`config.mk`:
```
export PLATFORM = sky130hd
export DESIGN_NAME = encrypter_host
export DESIGN_NICKNAME = d
export VERILOG_FILES = /design/src/rtl/encrypter_host.sv
export SDC_FILE = /design/constraint.sdc
export NUM_CORES = 1
export LEC_CHECK = 0
export CAP_MARGIN = 10
export CELL_PAD_IN_SITES_DETAIL_PLACEMENT = 2
export CELL_PAD_IN_SITES_GLOBAL_PLACEMENT = 2
export CORE_AREA = 4 4 207 209
export CTS_BUF_LIST = sky130_fd_sc_hd__clkbuf_8
export DETAILED_ROUTE_END_ITERATION = 6
export DIE_AREA = 0 0 211 213
export GPL_TIMING_DRIVEN = 0
export PLACE_DENSITY = 0.88
export REMOVE_ABC_BUFFERS = 1
export SYNTH_ARGS = -nofsm -noshare
export SYNTH_HDL_FRONTEND = slang
export SYNTH_SLANG_ARGS = --single-unit
```
`constraint.sdc`:
```
create_clock -name clk -period 4.2 [get_ports clk]
set_clock_uncertainty 0.1 [all_clocks]
set_input_delay 0.84 -clock clk [delete_from_list [all_inputs] [get_ports clk]]
set_output_delay 0.84 -clock clk [all_outputs]
set_load 0.02 [all_outputs]
```
`src/rtl/encrypter_host.sv`:
```
// encrypter_host: bus-initiator front end that runs one encryption per
// accepted operand pair over the byte-wide encrypter register port.
module encrypter_host #(
    parameter int unsigned SET_HOLD   = 2,
    parameter int unsigned POLL_LIMIT = 1024
) (
    input  logic        clk,
    input  logic        rst_n,
    input  logic        in_valid,
    output logic        in_ready,
    input  logic [0:63] in_data,
    input  logic [0:63] in_key,
    output logic        out_valid,
    input  logic        out_ready,
    output logic [0:63] out_data,
    output logic [0:63] out_key,
    output logic        out_timeout,
    output logic [0:7]  byte_write,
    output logic [5:0]  addr,
    output logic        we,
    output logic        re,
    input  logic [0:7]  byte_read
);

    localparam int unsigned CNT_MAX = (SET_HOLD > 16) ? SET_HOLD : 16;
    localparam int unsigned CNT_W   = $clog2(CNT_MAX + 1);
    localparam int unsigned POLL_W  = $clog2(POLL_LIMIT + 1);
    localparam logic [0:7]  SET_CMD = 8'b1000_0000;

    typedef enum logic [3:0] {
        S_IDLE,
        S_WRITE,
        S_SET,
        S_HOLD,
        S_CLEAR,
        S_GAP,
        S_POLL_RD,
        S_POLL_CHK,
        S_READ,
        S_DRAIN,
        S_DONE
    } state_e;

    state_e              state_q, state_d;
    logic [CNT_W-1:0]    cnt_q, cnt_d;
    logic [POLL_W-1:0]   poll_q, poll_d;
    logic [0:127]        opnd_q, opnd_d;
    logic [0:127]        res_q, res_d;
    logic                we_q, we_d;
    logic                re_q, re_d;
    logic [5:0]          addr_q, addr_d;
    logic [0:7]          wbyte_q, wbyte_d;
    logic                in_ready_q, in_ready_d;
    logic                out_valid_q, out_valid_d;
    logic                out_timeout_q, out_timeout_d;
    logic [3:0]          idx_nxt;
    logic [POLL_W-1:0]   poll_inc;

    // Operand byte n goes to data-in (1..8) for n<8, key-in (17..24) otherwise.
    function automatic logic [5:0] wr_addr(input logic [3:0] idx);
        return idx[3] ? (6'd9 + 6'(idx)) : (6'd1 + 6'(idx));
    endfunction

    // State, counters, operand/result storage and registered bus/handshake outputs.
    always_ff @(posedge clk or negedge rst_n) begin
        if (!rst_n) begin
            state_q       <= S_IDLE;
            cnt_q         <= '0;
            poll_q        <= '0;
            opnd_q        <= '0;
            res_q         <= '0;
            we_q          <= 1'b0;
            re_q          <= 1'b0;
            addr_q        <= '0;
            wbyte_q       <= '0;
            in_ready_q    <= 1'b1;
            out_valid_q   <= 1'b0;
            out_timeout_q <= 1'b0;
        end else begin
            state_q       <= state_d;
            cnt_q         <= cnt_d;
            poll_q        <= poll_d;
            opnd_q        <= opnd_d;
            res_q         <= res_d;
            we_q          <= we_d;
            re_q          <= re_d;
            addr_q        <= addr_d;
            wbyte_q       <= wbyte_d;
            in_ready_q    <= in_ready_d;
            out_valid_q   <= out_valid_d;
            out_timeout_q <= out_timeout_d;
        end
    end

    // Next state plus the bus values for the cycle being entered, so outputs come straight from flops.
    always_comb begin
        state_d       = state_q;
        cnt_d         = cnt_q;
        poll_d        = poll_q;
        opnd_d        = opnd_q;
        res_d         = res_q;
        we_d          = 1'b0;
        re_d          = 1'b0;
        addr_d        = '0;
        wbyte_d       = '0;
        out_valid_d   = out_valid_q;
        out_timeout_d = out_timeout_q;
        idx_nxt       = cnt_q[3:0] + 4'd1;
        poll_inc      = (poll_q == POLL_W'(POLL_LIMIT)) ? poll_q : (poll_q + POLL_W'(1));

        case (state_q)
            S_IDLE: begin
                if (in_valid) begin
                    opnd_d  = {in_data, in_key};
                    res_d   = '0;
                    poll_d  = '0;
                    cnt_d   = '0;
                    state_d = S_WRITE;
                    we_d    = 1'b1;
                    addr_d  = 6'd1;
                    wbyte_d = in_data[0:7];
                end
            end
            S_WRITE: begin
                we_d = 1'b1;
                if (cnt_q[3:0] == 4'd15) begin
                    state_d = S_SET;
                    wbyte_d = SET_CMD;
                end else begin
                    cnt_d   = CNT_W'(idx_nxt);
                    addr_d  = wr_addr(idx_nxt);
                    wbyte_d = opnd_q[{idx_nxt, 3'b000} +: 8];
                end
            end
            S_SET: begin
                state_d = S_HOLD;
                cnt_d   = '0;
            end
            S_HOLD: begin
                if (cnt_q == CNT_W'(SET_HOLD - 1)) begin
                    state_d = S_CLEAR;
                    we_d    = 1'b1;
                end else begin
                    cnt_d = cnt_q + CNT_W'(1);
                end
            end
            S_CLEAR: begin
                state_d = S_GAP;
                cnt_d   = '0;
            end
            S_GAP: begin
                if (cnt_q == CNT_W'(1)) begin
                    state_d = S_POLL_RD;
                    re_d    = 1'b1;
                end else begin
                    cnt_d = cnt_q + CNT_W'(1);
                end
            end
            S_POLL_RD: begin
                state_d = S_POLL_CHK;
            end
            S_POLL_CHK: begin
                if (byte_read[4]) begin
                    state_d = S_READ;
                    cnt_d   = '0;
                    re_d    = 1'b1;
                    addr_d  = 6'd9;
                end else begin
                    poll_d = poll_inc;
                    if (poll_inc == POLL_W'(POLL_LIMIT)) begin
                        state_d       = S_DONE;
                        out_valid_d   = 1'b1;
                        out_timeout_d = 1'b1;
                        res_d         = '0;
                    end else begin
                        state_d = S_POLL_RD;
                        re_d    = 1'b1;
                    end
                end
            end
            S_READ: begin
                // byte_read lags re by one cycle, so this cycle returns the previous address.
                if (cnt_q[3:0] != 4'd0) begin
                    res_d[{cnt_q[3:0] - 4'd1, 3'b000} +: 8] = byte_read;
                end
                if (cnt_q[3:0] == 4'd15) begin
                    state_d = S_DRAIN;
                end else begin
                    cnt_d  = CNT_W'(idx_nxt);
                    re_d   = 1'b1;
                    addr_d = 6'd9 + 6'(idx_nxt);
                end
            end
            S_DRAIN: begin
                res_d[120 +: 8] = byte_read;
                state_d         = S_DONE;
                out_valid_d     = 1'b1;
            end
            S_DONE: begin
                if (out_ready) begin
                    state_d       = S_IDLE;
                    out_valid_d   = 1'b0;
                    out_timeout_d = 1'b0;
                end
            end
            default: begin
                state_d = S_IDLE;
            end
        endcase

        in_ready_d = (state_d == S_IDLE);
    end

    assign in_ready    = in_ready_q;
    assign out_valid   = out_valid_q;
    assign out_timeout = out_timeout_q;
    assign out_data    = res_q[0:63];
    assign out_key     = res_q[64:127];
    assign byte_write  = wbyte_q;
    assign addr        = addr_q;
    assign we          = we_q;
    assign re          = re_q;

endmodule

```
==> out/metrics.cfg <==
[clock_tree]
later_pin_clock_latency_in_the_skew_report_ns = 0.66
clk_transition_reported_paths_ns = 0.07
cts.hold.buffers_added = 0
cts_tree = built
cts_htree_levels = 2
cts_buffers = 53
root_buffer = sky130_fd_sc_hd__clkbuf_8
max-clock-path-buffers = 3
numClockSinks = 294

[place]
worst_setup_slack_after_placement_ns = -0.567
finalWeightedCongestion = 0.792
io_buf_count = 285
dpl.hpwl_um = 35800

[pwr]
worst_ir_drop_vdd_v = 0.000354
swShare = 0.355
power.switching_uw = 4030
power.share.clock = 0.264
intPower_uw = 7330
power_per_cell_area_nw_per_um2 = 614
p_leak_uw = 0.00738
combinationalPowerShare = 0.349
power.share.sequential = 0.387

[routing]
via_count = 11400
met3RoutedLength_um = 3480
drt-met1-wl_um = 20600
postRouteAntennaNets = 0
wl_met2_um = 27800
first_pass_iters = 5
drc_errors = 0
drt_wl_total_um = 53600
detail_route.wl_per_cell_um = 26.1
detailedRoute.firstIterationViolations = 499
topmost_layer_with_routed_signal_wires = met5
post_drt_via_cell_ratio = 5.56

[layout]
final.fill_count = 4082
area_growth_pct = 33.6
multiInputGateArea_um2 = 6090
layout.area.seq_um2 = 7360
finish.utilization = 0.453
finish.net_count = 1623
share_of_post_route_cells_with_drive_strength_above_1 = 0.196

[yosys]
yosys.cell_types.count = 65
synth.cell_area_um2 = 13800
synthesis.instances = 1207
syn-mean-instance-area_um2 = 11.5
ys_seq_elements = 294
synthFlopType = sky130_fd_sc_hd__dfrtp_1
post-synth-top-count-cell = sky130_fd_sc_hd__dfrtp_1
synth.yosys.seq_area_share = 0.532
yosys-top-cells-area = sky130_fd_sc_hd__dfrtp_1 53%, sky130_fd_sc_hd__mux2_2 10%, sky130_fd_sc_hd__a22oi_1 7.0%
ys.warnings.count = 0
synth-edff-count = 0
post_synth_most_frequent_cells = 293 x sky130_fd_sc_hd__dfrtp_1, 158 x sky130_fd_sc_hd__nand2_1, 146 x sky130_fd_sc_hd__o21ai_0
async_flop_share = 1.00
synth.largest_area_cell = sky130_fd_sc_hd__dfrtp_1
synth_top_area_share = 0.530

[timing]
post-route-worst-setup-slack_ns = 0.299
fin_crit_sh = 0.929
final.min_clock_period_ns = 3.90
setup_repair_after_global_routing_missed_its_margin = false
finalMaxSlewViolations = 0
max_slew_margin = 0.179
worst-slew-pin-transition_ns = 1.23
fmaxAchievable_ghz = 0.256
finalHoldViolations = 0
finalSetupViolCount = 0

[global_routing]
grt_util_all_layers = 0.233
antenna_found_initial = 8
maximum_number_of_pins_on_one_net_before_global_route_repair = 119
grt_pass1_wl_um = 80900
via_count_of_the_first_global_routing_pass = 13000
globalRouteOverflowTotal = 0

[floorplan]
die-height_um = 213
core_area_um2 = 40800
core.rowCount = 74
chipWidth_um = 211
floorplan.io_pins = 287
design.die.area_um2 = 44900
start_util = 0.339

[status]
outcome = finished clean

[hold_path]
hold_path.class = in -> async

[worst_setup_path]
endpoint_kind = flip-flop
crit_required_ns = 4.65
ff2ff_path_depth = 8
path_class = reg -> reg
worstPathArrival_ns = 4.35
critical_path_peak_fanout = 44
kind_of_start_point_of_the_critical_path = flip-flop

[run]
cap_viol_max_count = 0

==> through the flow <==
stage	TNS (ns)	total power, µW	area, µm²	cells	hold WS (ns)
finish	0	11400	18500	2053	0.117
CTS	0	11500	18500	2046	0.0978
floorplan	-742.56	6710	13400	1115	0.376
detailed placement	-30.35	8300	17300	1949	0.390
global placement	-5133.69	7970	16900	1932	0.380
global route	0	12000	18500	2053	0.159
==> routing by layer <==
metal,vias up,GRT usage
li1,4985,-
met1,5997,0.269
met2,325,0.410
met3,103,0.0685
met4,6,0.0901
met5,-,0
==> cell usage in the layout, fill, tap and decap left out, types with 9 or more instances in the layout <==
| cell type | count |
|---|---|
| sky130_fd_sc_hd__mux4_2 | 40 |
| sky130_fd_sc_hd__nor2_1 | 34 |
| sky130_fd_sc_hd__nor3_1 | 9 |
| sky130_fd_sc_hd__o21ai_0 | 146 |
| sky130_fd_sc_hd__mux2_2 | 128 |
| sky130_fd_sc_hd__nand2_1 | 157 |
| sky130_fd_sc_hd__o21ai_1 | 11 |
| sky130_fd_sc_hd__clkbuf_8 | 66 |
| sky130_fd_sc_hd__a22oi_1 | 130 |
| sky130_fd_sc_hd__dfrtp_1 | 292 |
| sky130_fd_sc_hd__inv_1 | 22 |
| sky130_fd_sc_hd__clkdlybuf4s50_1 | 284 |
| sky130_fd_sc_hd__nand3_1 | 14 |
| sky130_fd_sc_hd__a21oi_1 | 27 |
==> critical path: stages (launching register included) <==
cell	delay, ns
sky130_fd_sc_hd__dfrtp_4	0.96
sky130_fd_sc_hd__inv_1	0.31
sky130_fd_sc_hd__ha_1	0.37
sky130_fd_sc_hd__or2_2	0.34
sky130_fd_sc_hd__o32ai_1	0.59
sky130_fd_sc_hd__nand2b_1	0.36
sky130_fd_sc_hd__nor2_2	0.41
sky130_fd_sc_hd__a22oi_1	0.17
sky130_fd_sc_hd__o21ai_1	0.19
==> layout make-up <==
cell class | count | share of cell area
Inverter | 6 | 0.00122
Clock inverter | 31 | 0.0131
Tap cell | 532 | 0.0360
Clock buffer | 66 | 0.0491
Antenna cell | 4 | 0.000541
Timing Repair Buffer | 305 | 0.172
Multi-Input combinational cell | 815 | 0.330
Sequential cell | 294 | 0.398
==> what timing repair did <==
action | 4_1_cts | 5_1_grt
endpoints found under the hold margin | 0 | 0
gates resized for setup | 1 | 0
gates cloned | 0 | 0
setup endpoints to repair | 1 | 35
buffers inserted | 0 | 3
pin swaps | 0 | 1
==> final timing paths <==
| kind | start | endpoint | slack [ns] |
|---|---|---|---|
| hold reg to reg | out_timeout | out_timeout | 0.40 |
| min in group clk | out_timeout | out_timeout | 0.40 |
| setup reg to reg | cnt_q[0] | res_q[5] | 0.30 |
| setup / recovery | cnt_q[0] | res_q[5] | 0.30 |
| max in group asynchronous | rst_n | cnt_q[0] | 2.78 |
| hold / removal | rst_n | res_q[113] | 0.12 |
==> cell families after synthesis <==
kind of cell / share of synthesized area
and+or+nand+nor: 0.0887
DFF: 0.532
xor gates and xnor gates: 0.00886
muxes: 0.169
AOI/OAI and AO/OA: 0.163
buffers and inverters: 0.0316
other: 0.000271
adders and majority gates: 0.00723
==> state kept, by name (all words and copies together), names as in the netlist, 4 cells and up <==
signal and cells:
addr 5, state_q 4, res_q 128, cnt_q 5, opnd_q 128, poll_q 11, byte_write 8
==> power by group through the flow <==
| stage | combinational (µW) | sequential [µW] | clock, µW |
|---|---|---|---|
| 3_5_place_dp | 3900 | 4400 | 0 |
| 4_1_cts | 3990 | 4390 | 3080 |
| 3_3_place_gp | 3680 | 4290 | 0 |
| 6_report | 3970 | 4390 | 3000 |
| 2_1_floorplan | 2530 | 4190 | 0 |
| 5_1_grt | 4240 | 4500 | 3220 |
No activity file was read; power rests on OpenSTA's default activity.
